===== src/rtl/ifid_pipe.sv =====
// ifid_pipe -- two-entry IF/ID pipeline register with skid buffer.
//
// The main register drives the decode-side outputs. The skid register
// absorbs one extra entry when decode stalls, so in_ready_o can be a plain
// register instead of a combinational path from out_ready_i. A jump flushes
// every held entry and any entry offered in the same cycle.
//
// Optional feature: define IFID_PERF_CNT_EN to build saturating flush and
// stall counters. Without it both counter ports are tied to zero.

module ifid_pipe #(
  parameter int                 INSTR_W   = 32,
  parameter int                 ADDR_W    = 14,
  parameter logic [INSTR_W-1:0] NOP_INSTR = INSTR_W'(32'h00000013),
  parameter int                 CNT_W     = 16
) (
  input  logic               clk,
  input  logic               rst_n,
  input  logic               jump_i,
  input  logic               in_valid_i,
  output logic               in_ready_o,
  input  logic [INSTR_W-1:0] Instr_i,
  input  logic [ADDR_W-1:0]  addr_i,
  output logic               out_valid_o,
  input  logic               out_ready_i,
  output logic [INSTR_W-1:0] Instr_o,
  output logic [ADDR_W-1:0]  addr_o,
  output logic [CNT_W-1:0]   flush_cnt_o,
  output logic [CNT_W-1:0]   stall_cnt_o
);

  typedef enum logic [1:0] {
    EMPTY = 2'd0,
    ONE   = 2'd1,
    TWO   = 2'd2
  } state_e;

  state_e             state_q, state_d;
  logic               out_valid_q, out_valid_d;
  logic               in_ready_q, in_ready_d;
  logic [INSTR_W-1:0] main_instr_q, main_instr_d;
  logic [ADDR_W-1:0]  main_addr_q, main_addr_d;
  logic [INSTR_W-1:0] skid_instr_q, skid_instr_d;
  logic [ADDR_W-1:0]  skid_addr_q, skid_addr_d;

  logic up_xfer;
  logic dn_xfer;

  assign up_xfer = in_valid_i && in_ready_q;
  assign dn_xfer = out_valid_q && out_ready_i;

  // Next-state and datapath selection; a jump overrides every other event.
  always_comb begin
    state_d      = state_q;
    main_instr_d = main_instr_q;
    main_addr_d  = main_addr_q;
    skid_instr_d = skid_instr_q;
    skid_addr_d  = skid_addr_q;

    if (jump_i) begin
      state_d      = EMPTY;
      main_instr_d = NOP_INSTR;
      main_addr_d  = '0;
    end else begin
      unique case (state_q)
        EMPTY: begin
          if (up_xfer) begin
            state_d      = ONE;
            main_instr_d = Instr_i;
            main_addr_d  = addr_i;
          end
        end
        ONE: begin
          if (up_xfer && dn_xfer) begin
            main_instr_d = Instr_i;
            main_addr_d  = addr_i;
          end else if (up_xfer) begin
            state_d      = TWO;
            skid_instr_d = Instr_i;
            skid_addr_d  = addr_i;
          end else if (dn_xfer) begin
            state_d      = EMPTY;
            main_instr_d = NOP_INSTR;
            main_addr_d  = '0;
          end
        end
        TWO: begin
          // in_ready_q is low here, so only the drain side can move.
          if (dn_xfer) begin
            state_d      = ONE;
            main_instr_d = skid_instr_q;
            main_addr_d  = skid_addr_q;
          end
        end
        default: begin
          state_d      = EMPTY;
          main_instr_d = NOP_INSTR;
          main_addr_d  = '0;
        end
      endcase
    end

    // Handshake outputs are decoded from the next state and then registered.
    out_valid_d = (state_d != EMPTY);
    in_ready_d  = (state_d != TWO);
  end

  // FSM state, handshake flags and main entry; reset leaves a bubble on the outputs.
  always_ff @(posedge clk or negedge rst_n) begin
    if (!rst_n) begin
      state_q      <= EMPTY;
      out_valid_q  <= 1'b0;
      in_ready_q   <= 1'b1;
      main_instr_q <= NOP_INSTR;
      main_addr_q  <= '0;
    end else begin
      state_q      <= state_d;
      out_valid_q  <= out_valid_d;
      in_ready_q   <= in_ready_d;
      main_instr_q <= main_instr_d;
      main_addr_q  <= main_addr_d;
    end
  end

  // Skid entry payload; only meaningful in TWO, so it carries no reset.
  always_ff @(posedge clk) begin
    skid_instr_q <= skid_instr_d;
    skid_addr_q  <= skid_addr_d;
  end

  assign out_valid_o = out_valid_q;
  assign in_ready_o  = in_ready_q;
  assign Instr_o     = main_instr_q;
  assign addr_o      = main_addr_q;

`ifdef IFID_PERF_CNT_EN

  logic [CNT_W-1:0] flush_cnt_q;
  logic [CNT_W-1:0] stall_cnt_q;

  function automatic logic [CNT_W-1:0] sat_inc(input logic [CNT_W-1:0] v);
    return (&v) ? v : v + CNT_W'(1);
  endfunction

  // Saturating event counters: jump cycles and stalled-decode cycles.
  always_ff @(posedge clk or negedge rst_n) begin
    if (!rst_n) begin
      flush_cnt_q <= '0;
      stall_cnt_q <= '0;
    end else begin
      if (jump_i) begin
        flush_cnt_q <= sat_inc(flush_cnt_q);
      end
      if (out_valid_q && !out_ready_i) begin
        stall_cnt_q <= sat_inc(stall_cnt_q);
      end
    end
  end

  assign flush_cnt_o = flush_cnt_q;
  assign stall_cnt_o = stall_cnt_q;

`else

  assign flush_cnt_o = '0;
  assign stall_cnt_o = '0;

`endif

endmodule


===== config.mk =====
export PLATFORM = sky130hd
export DESIGN_NAME = ifid_pipe
export DESIGN_NICKNAME = d
export VERILOG_FILES = /design/src/rtl/ifid_pipe.sv
export SDC_FILE = /design/constraint.sdc
export NUM_CORES = 1
export LEC_CHECK = 0
export BUFFER_PORTS_ARGS = -buffer_cell sky130_fd_sc_hd__clkbuf_2
export CORE_ASPECT_RATIO = 1.2
export CORE_MARGIN = 5
export CORE_UTILIZATION = 54
export CTS_CLUSTER_SIZE = 28
export DETAILED_ROUTE_END_ITERATION = 6
export PLACE_DENSITY = 0.89
export SYNTH_ARGS = -nofsm -noshare
export SYNTH_HDL_FRONTEND = slang
export SYNTH_SLANG_ARGS = --single-unit
export TNS_END_PERCENT = 1

===== constraint.sdc =====
create_clock -name clk -period 5.16 [get_ports clk]
set_input_delay 0.516 -clock clk [delete_from_list [all_inputs] [get_ports clk]]
set_output_delay 0.516 -clock clk [all_outputs]
set_load 0.005 [all_outputs]

-- Word-level counts from Yosys, hierarchy flattened
Index checks and enable logic that the tools add are counted.
- flip-flop bits (word level): 96
- bits of input ports: 51
- output and inout bits: 80
- logic and storage cells: 44
- equal/unequal tests: 7
- mux-type cells: 21
- bitwise operators: 2
- reductions and logical operators: 7
- operators by type and width (cell ; count):
    $mux 32 ; 6
    $pmux 32 s3 ; 1
    $mux 14 ; 6
    $pmux 14 s3 ; 1
    $mux 2 ; 6
    $ne 4x4->1 const B ; 2
    $reduce_and 4->1 ; 2
    $ne 3x3->1 const B ; 2
    $pmux 2 s3 ; 1
    $logic_and 1x1->1 ; 3
    $eq 2x1->1 const B ; 1
    $eq 2x2->1 const B ; 1
    $logic_not 2->1 ; 1
    $ne 2x2->1 const B ; 1
    $not 1->1 ; 2
    $reduce_bool 2->1 ; 1

-- Logic depth before layout (Yosys ltp)
Gate-level depths: netlist of the first run.
- word-level depth: 7
- gate-level depth with buffers: 6

-- Worst setup path before layout of the first run
No wires, ideal clock.
- path kind: reg-to-reg
- start point: reg in_ready_q, in the netlist in_ready_o
- end point: reg skid_addr_q[0] (enable)
- library setup time: 0.506 ns
- arrival time: 4.122 ns
- data required time: 4.654 ns
- slack: 0.532 ns
- stages on the path, launching flop included: 5
- clock period less this slack: 4.628 ns
- cells stage by stage: dfstp_2 -> nand3b_1 -> buf_2 -> clkbuf_1 -> nor3_1
- cells in the longest elaborated chain, start to end: 4
- ends and longest elaborated chain (item ; RTL line ; source):
    start: declaration ; 40 ; logic in_ready_q, in_ready_d;
    start signal: assignment ; 119 ; in_ready_q <= in_ready_d;
    $logic_and 1x1->1 (*) ; 49 ; assign up_xfer = in_valid_i && in_ready_q;
    $logic_and 1x1->1 ; 74 ; if (up_xfer && dn_xfer) begin
    $not 1->1 (no line) ; -- ;
    $reduce_and 4->1 (no line) (*) ; -- ;
    end signal: assignment ; 128 ; skid_addr_q <= skid_addr_d;
    end: declaration ; 44 ; logic [ADDR_W-1:0] skid_addr_q, skid_addr_d;
Every way passes the cells marked *; elsewhere a longest branch is shown, timed or not.
A chain may end at the register's enable or synchronous reset.

-- Final worst setup path of the first run
- start point: reg state_q[0]
- end point: reg main_instr_q[4], in the netlist Instr_o[4]
- cells in the longest elaborated chain, start to end: 3
- ends and longest elaborated chain (item ; RTL line ; source):
    start: declaration ; 38 ; state_e state_q, state_d;
    start signal: assignment ; 117 ; state_q <= state_d;
    $eq 2x1->1 (tied with other cells) ; 65 ; unique case (state_q)
    $ne 4x4->1 (no line) (tied with other cells) ; -- ;
    $reduce_and 4->1 (no line) or $mux 32 (tied branches) ; -- ;
    end signal: assignment ; 120 ; main_instr_q <= main_instr_d;
    end: declaration ; 41 ; logic [INSTR_W-1:0] main_instr_q, main_instr_d;
Parallel ways exist; a longest one is shown, timed or not.

==> out/results.txt, run 1 <==
CTS tree = built
RSZ-0062 raised after global routing = false
max cap viols = 0
max_slew headroom = 24.8%
Compound-Gate Fraction of Synth Area = 21.8%
Worst path max stage delay = 1020 ps
Clock Skews = 4.47 ps
Hold Buf Count CTS = 0
initial drt markers = 220
total track usage = 20.5%
main combinational cell family by area after synthesis = compound AO/OA/AOI/OAI gates
met3 WL = 821 um
number of fill cells in the layout = 779
Synth Warn # = 0
largest net degree at the start of global routing = 55
Max Root-Sink Buffers = 2
layout cells sized above 1 = 39.1%
routed wire length = 11800 um
Max FO, Critical Path = 54
Tmin final = 2640 ps
Root Buffer = clkbuf_16
CP max stage cell = dfrtp_2
post-CTS setup buffer count = 0
Post-Synth Simple-Gate Area = 9.40%
Setup CP Type = flip-flop to flip-flop
DR WL met2 = 5960 um
# rows = 39
critical path arrival = 2900 ps
Inserted Clock Buffers = 9
Avg Cell Area, Syn = 11.0 um2
I/O Buffers = 98
1st-pass router iterations = 4
first-pass GRT wire length = 18900 um
Adder-Cell Fraction of Synth Area = 0%
CP cell instances = and3_2 -> buf_4 -> or2_1 -> a22oi_1
routed length per instance = 17.6 um
grt ovf = 0
Die W = 99.3 um
Finish-stage setup viols = 0
die area = 11600 um2
Clock Pin Slew Worst Setup and Hold Paths = 60 ps
crit end category = flip-flop
Die Y = 117 um
routability-driven placement congestion ratio = 0.788
Final Max Slew Viols = 0
highest clock rate = 378 MHz
post-synthesis cell type count = 34
pwr/cell area = 321 nW/um2
Clock Latency Late Sink = 340 ps
Seq/Total Area, Yosys = 51.1%
initial antenna violation count = 0
final hold vios = 0
area grow syn2layout = 12.1%
Slew @ Worst Pin = 1120 ps
placed cells = 652
final period utilization = 51.3%
Detailed Place HPWL = 7710 um
final hold slack = 285 ps
Buf/Inv on CP = 1
status = completed
Worst VDD drop = 0.000159 V
synthesis-stage register bit count = 96
Post-DRT Antenna Nets = 0
asr flop ratio synth = 52.1%
Synth Cell Area = 5160 um2
Finished Layout Cells = 668
Hold Crit Class = primary input to asynchronous set/reset pin
leakage = 2.19 nW
Req. time, crit path = 5410 ps
initial core utilization = 54.8%
clock sinks = 96
Core Box Area = 9420 um2
I/O pins = 131
Inserted Diodes = 0
Crit path max-delay family = flip-flops
setup_tns = 0 ps
Post-synth top flop = edfxtp_1
drt drc = 0
PostCTS Resize Cnt = 0
via count = 3811
Final nets = 591
EDFF count, synth = 46
met1 wire length = 4640 um
via/cell ratio = 5.71
XOR/XNOR Fraction of Synth Area = 0%
max layer used = met4
post-synthesis mux area share = 8.34%
number of global-route vias before repair = 3864
Cells after Synth = 468
startpoint types = flip-flop
H-tree levels = 3
layer usage:
| layer | vias to the layer above | track usage (%) |
|---|---|---|
| li1 | 1805 | - |
| met1 | 1830 | 24.9 |
| met2 | 148 | 34.5 |
| met3 | 28 | 4.56 |
| met4 | 0 | 10.5 |
| met5 | - | 0 |
worst reg2reg max path, stage by stage, from the launching register on:
cell and delay [ps]:
dfrtp_2 1020, and3_2 750, buf_4 490, or2_1 210, a22oi_1 80
sequential cells by signal (all words and copies together) (netlist names):
register,flops
skid_addr_q,14
state_q,2
skid_instr_q,32
Instr_o,32
out_valid_o,1
in_ready_o,1
addr_o,14
path summary, 6_finish.rpt:
| kind | end | cells past startpoint | slack, ps | from |
|---|---|---|---|---|
| worst max register to register | Instr_o[4] | 4 | 2520 | state_q[0] |
| max in group asynchronous | out_valid_o | 2 | 4400 | rst_n |
| worst min register to register | addr_o[6] | 2 | 530 | addr_o[6] |
| min in group clk | skid_instr_q[0] | 1 | 380 | Instr_i[0] |
| worst min-delay path | Instr_o[15] | 2 | 280 | rst_n |
| worst max-delay path | Instr_o[4] | 4 | 2520 | state_q[0] |
stage by stage:
stage	power [W]	setup slack [ps]	util [%]	area, um2
after floorplan	0.00119	532	-	5280
after global placement	0.00127	2410	58.7	5530
after detailed placement	0.00128	2310	58.7	5530
after CTS	0.00187	2500	61.5	5790
after global routing	0.00194	2340	61.5	5790
final	0.00186	2520	61.5	5790
cells in the final DEF (no fill, tap or decap), types with 2 or more instances in the layout:
master / netlist / final
a21oi_1: 6 / 6
nand2_1: 47 / 47
clkbuf_2: 0 / 97
conb_1: 1 / 32
o22ai_1: 43 / 43
o21ai_1: 3 / 3
dfrtp_1: 46 / 43
mux2i_1: 43 / 43
clkbuf_1: 27 / 2
o21ai_2: 40 / 40
edfxtp_1: 46 / 46
dfrtp_2: 0 / 3
buf_4: 41 / 9
clkinv_2: 0 / 4
a221oi_1: 3 / 3
o21ai_0: 2 / 2
nand3_1: 43 / 43
nand4b_1: 2 / 2
a21oi_2: 40 / 40
nor2_1: 5 / 5
dfstp_2: 4 / 4
clkbuf_16: 0 / 9
a22oi_1: 3 / 3
cell families (layout without fill, tap and decap cells):
group | Yosys count | in the layout
muxes | 43 | 43
and+or+nand+nor | 106 | 106
other | 1 | 32
buffers and inverters | 78 | 124
DFF | 96 | 96
AOI/OAI and AO/OA | 144 | 144
cell type report:
| cell class | instances | area [um2] | area share [%] |
|---|---|---|---|
| sequential | 96 | 2640 | 45.6 |
| clock buffer | 11 | 233 | 4.02 |
| multi-input combinational | 325 | 2170 | 37.6 |
| timing repair buffer | 107 | 558 | 9.64 |
| tap | 123 | 154 | 2.66 |
| inverter | 1 | 3.75 | 0.0649 |
| clock inverter | 5 | 23.8 | 0.411 |
cells in the mapped netlist (2+ instances only):
master | count | area share, %
o22ai_1 | 43 | 5.2
o21ai_0 | 2 | 0.19
nand3_1 | 43 | 4.2
buf_4 | 41 | 6.0
nand4b_1 | 2 | 0.34
dfstp_2 | 4 | 2.0
dfrtp_1 | 46 | 22
nor2_1 | 5 | 0.36
o21ai_2 | 40 | 6.8
buf_2 | 4 | 0.39
nand2_1 | 47 | 3.4
a21oi_1 | 6 | 0.58
o21ai_1 | 3 | 0.29
a21oi_2 | 40 | 6.8
edfxtp_1 | 46 | 27
clkbuf_1 | 27 | 2.0
and3_1 | 2 | 0.24
buf_6 | 4 | 0.87
a22oi_1 | 3 | 0.44
mux2i_1 | 43 | 8.3
nor3_1 | 2 | 0.19
a221oi_1 | 3 | 0.51
power by group:
part           switching [W]  internal (W)  total (W)
logic               0.000221      0.000138   0.000359
registers          0.0000561      0.000853   0.000909
clock network       0.000269      0.000322   0.000591
total               0.000547       0.00131    0.00186
(Power assumes the default switching activity.)
==> inputs of run 2 (changes only) <==
==> constraint.sdc (replaced) <==
create_clock -name clk -period 2.8 [get_ports clk]
set_input_delay 0.28 -clock clk [delete_from_list [all_inputs] [get_ports clk]]
set_output_delay 0.28 -clock clk [all_outputs]
set_load 0.005 [all_outputs]
==> run 2 against run 1 <==
Cell count rose by 0.90%. Core utilization rose by 1.5 points. Die area did not move. Register-to-register slack got worse by 1900 ps. Flip-flop and latch count did not move. Combinational power rose by 98%. Sequential power rose by 83%. Largest cell class unchanged. Clock skew barely moved. Clock power rose by 130%.
==> out/results.txt, run 2 (synthesis results as in run 1) <==
final period utilization = 76.6% (+25 points)
final hold vios = 0 (unchanged)
Placed Area = 5600 um2 (+1.2%)
die area = 11600 um2 (unchanged)
post-CTS setup buffer count = 0 (unchanged)
area grow syn2layout = 14.9%
1st-pass router iterations = 5 (+1)
Clock Pin Slew Worst Setup and Hold Paths = 60 ps (about the same)
largest net degree at the start of global routing = 47 (-15%)
max cap viols = 0 (unchanged)
Worst VDD drop = 0.000392 V (+150%)
fin worst setup slack = 655 ps (-1860 ps)
Clock Latency Late Sink = 340 ps (about the same)
initial core utilization = 54.8% (unchanged)
H-tree levels = 3 (unchanged)
Finish-stage setup viols = 0 (unchanged)
final hold slack = 31.4 ps (-253 ps)
initial drt markers = 296 (+35%)
CTS tree = built
Final Max Slew Viols = 0 (unchanged)
I/O Buffers = 98 (unchanged)
Final nets = 597 (+1.0%)
clock sinks = 96 (unchanged)
most frequent cells in the layout = clkbuf_2 (97), nand2_1 (47), edfxtp_1 (46)
Core Box Area = 9420 um2 (unchanged)
# rows = 39 (unchanged)
Die Y = 117 um (unchanged)
routed length per instance = 18.1 um (+2.5%)
Inserted Diodes = 0 (unchanged)
pwr/cell area = 630 nW/um2 (+96%)
first-pass GRT wire length = 19500 um (+3.0%)
leakage = 2.26 nW (+3.2%)
Worst path max stage delay = 700 ps (-320 ps)
post-place setup slack = 676 ps (-1630 ps)
commonest non-fill, non-tap cell in the layout = clkbuf_2
setup_tns = 0 ps (unchanged)
highest clock rate = 466 MHz (+23%)
Finished Cell Area = 5930 um2 (+2.5%)
Hold Crit Class = primary input to asynchronous set/reset pin
Inserted Clock Buffers = 9 (unchanged)
via count = 3956 (+3.8%)
Max Root-Sink Buffers = 2 (unchanged)
grt ovf = 0 (unchanged)
Req. time, crit path = 3050 ps (-2360 ps)
number of global-route vias before repair = 3873 (+0.23%)
CP max stage cell = and3_2
Max FO, Critical Path = 29 (-46%)
routability-driven placement congestion ratio = 0.834 (+5.9%)
max_slew headroom = 44.4% (+20 points)
CP cell instances = and3_2 -> buf_4 -> o21ai_1 -> a21oi_1
I/O pins = 131 (unchanged)
critical path arrival = 2400 ps (-500 ps)
Clock Skews = 4.26 ps (-0.217 ps)
status = completed
Die W = 99.3 um (unchanged)
total track usage = 21.4% (+0.89 points)
PostCTS Resize Cnt = 0 (unchanged)
via/cell ratio = 5.87 (+2.9%)
routed wire length = 12200 um (+3.4%)
Hold Buf Count CTS = 0 (unchanged)
startpoint types = flip-flop
Tmin final = 2140 ps (-500 ps)
Slew @ Worst Pin = 834 ps (-289 ps)
Post-DRT Antenna Nets = 0 (unchanged)
RSZ-0062 raised after global routing = false
drt drc = 0 (unchanged)
Detailed Place HPWL = 8350 um (+8.3%)
crit end category = flip-flop
Root Buffer = clkbuf_16
layout cells sized above 1 = 40.1% (+1.0 points)
initial antenna violation count = 0 (unchanged)
Setup CP Type = flip-flop to flip-flop
-- run 2: stage by stage --
step                      power, W  util, %  std cells
after detailed placement   0.00239     59.4        658
after floorplan            0.00219        -        499
after global routing       0.00390     63.0        674
after global placement     0.00236     59.4        658
after CTS                  0.00376     63.0        674
final                      0.00374     63.0        674
-- run 2: report_power, final --
group / total [W] / switching (W) / internal, W
Clock: 0.00137 / 0.000502 / 0.000869
Combinational: 0.000711 / 0.000442 / 0.000269
Sequential: 0.00166 / 0.0000853 / 0.00157
-- run 2: worst paths after layout --
kind / depth (start not counted) / slack, ps / endpoint / startpoint
min reg2reg: 2 / 520 / Instr_o[0] / Instr_o[0]
min in group clk: 1 / 140 / skid_instr_q[5] / Instr_i[5]
max: 4 / 660 / Instr_o[13] / state_q[0]
max reg2reg: 4 / 660 / Instr_o[13] / state_q[0]
max in group asynchronous: 2 / 1990 / addr_o[13] / rst_n
min: 1 / 30 / Instr_o[17] / rst_n
-- run 2: area by class of cell --
| class | instances | area [um2] |
|---|---|---|
| Fill cell | 715 | 3490 |
| Clock inverter | 6 | 108 |
| Multi-Input combinational cell | 325 | 2180 |
| Tap cell | 123 | 154 |
| Inverter | 1 | 3.75 |
| Clock buffer | 10 | 229 |
| Timing Repair Buffer | 113 | 616 |
| Sequential cell | 96 | 2640 |
-- run 2: metal layers --
layer  share of wire [%]  global-route usage, %  up-vias
li1                    -                      -     1818
met1                  39                   27.4     1902
met2                  51                   35.8      220
met3                 9.1                   5.45       16
met4                 1.6                   7.01        0
met5                   0                      0        -
-- run 2: worst max-delay path, delay by kind of cell (launching register included) --
| family | cells | cell delay [ps] |
|---|---|---|
| AO/OA/AOI/OAI | 2 | 280 |
| buffers and inverters | 1 | 380 |
| AND/OR/NAND/NOR | 1 | 700 |
| flip-flops | 1 | 690 |
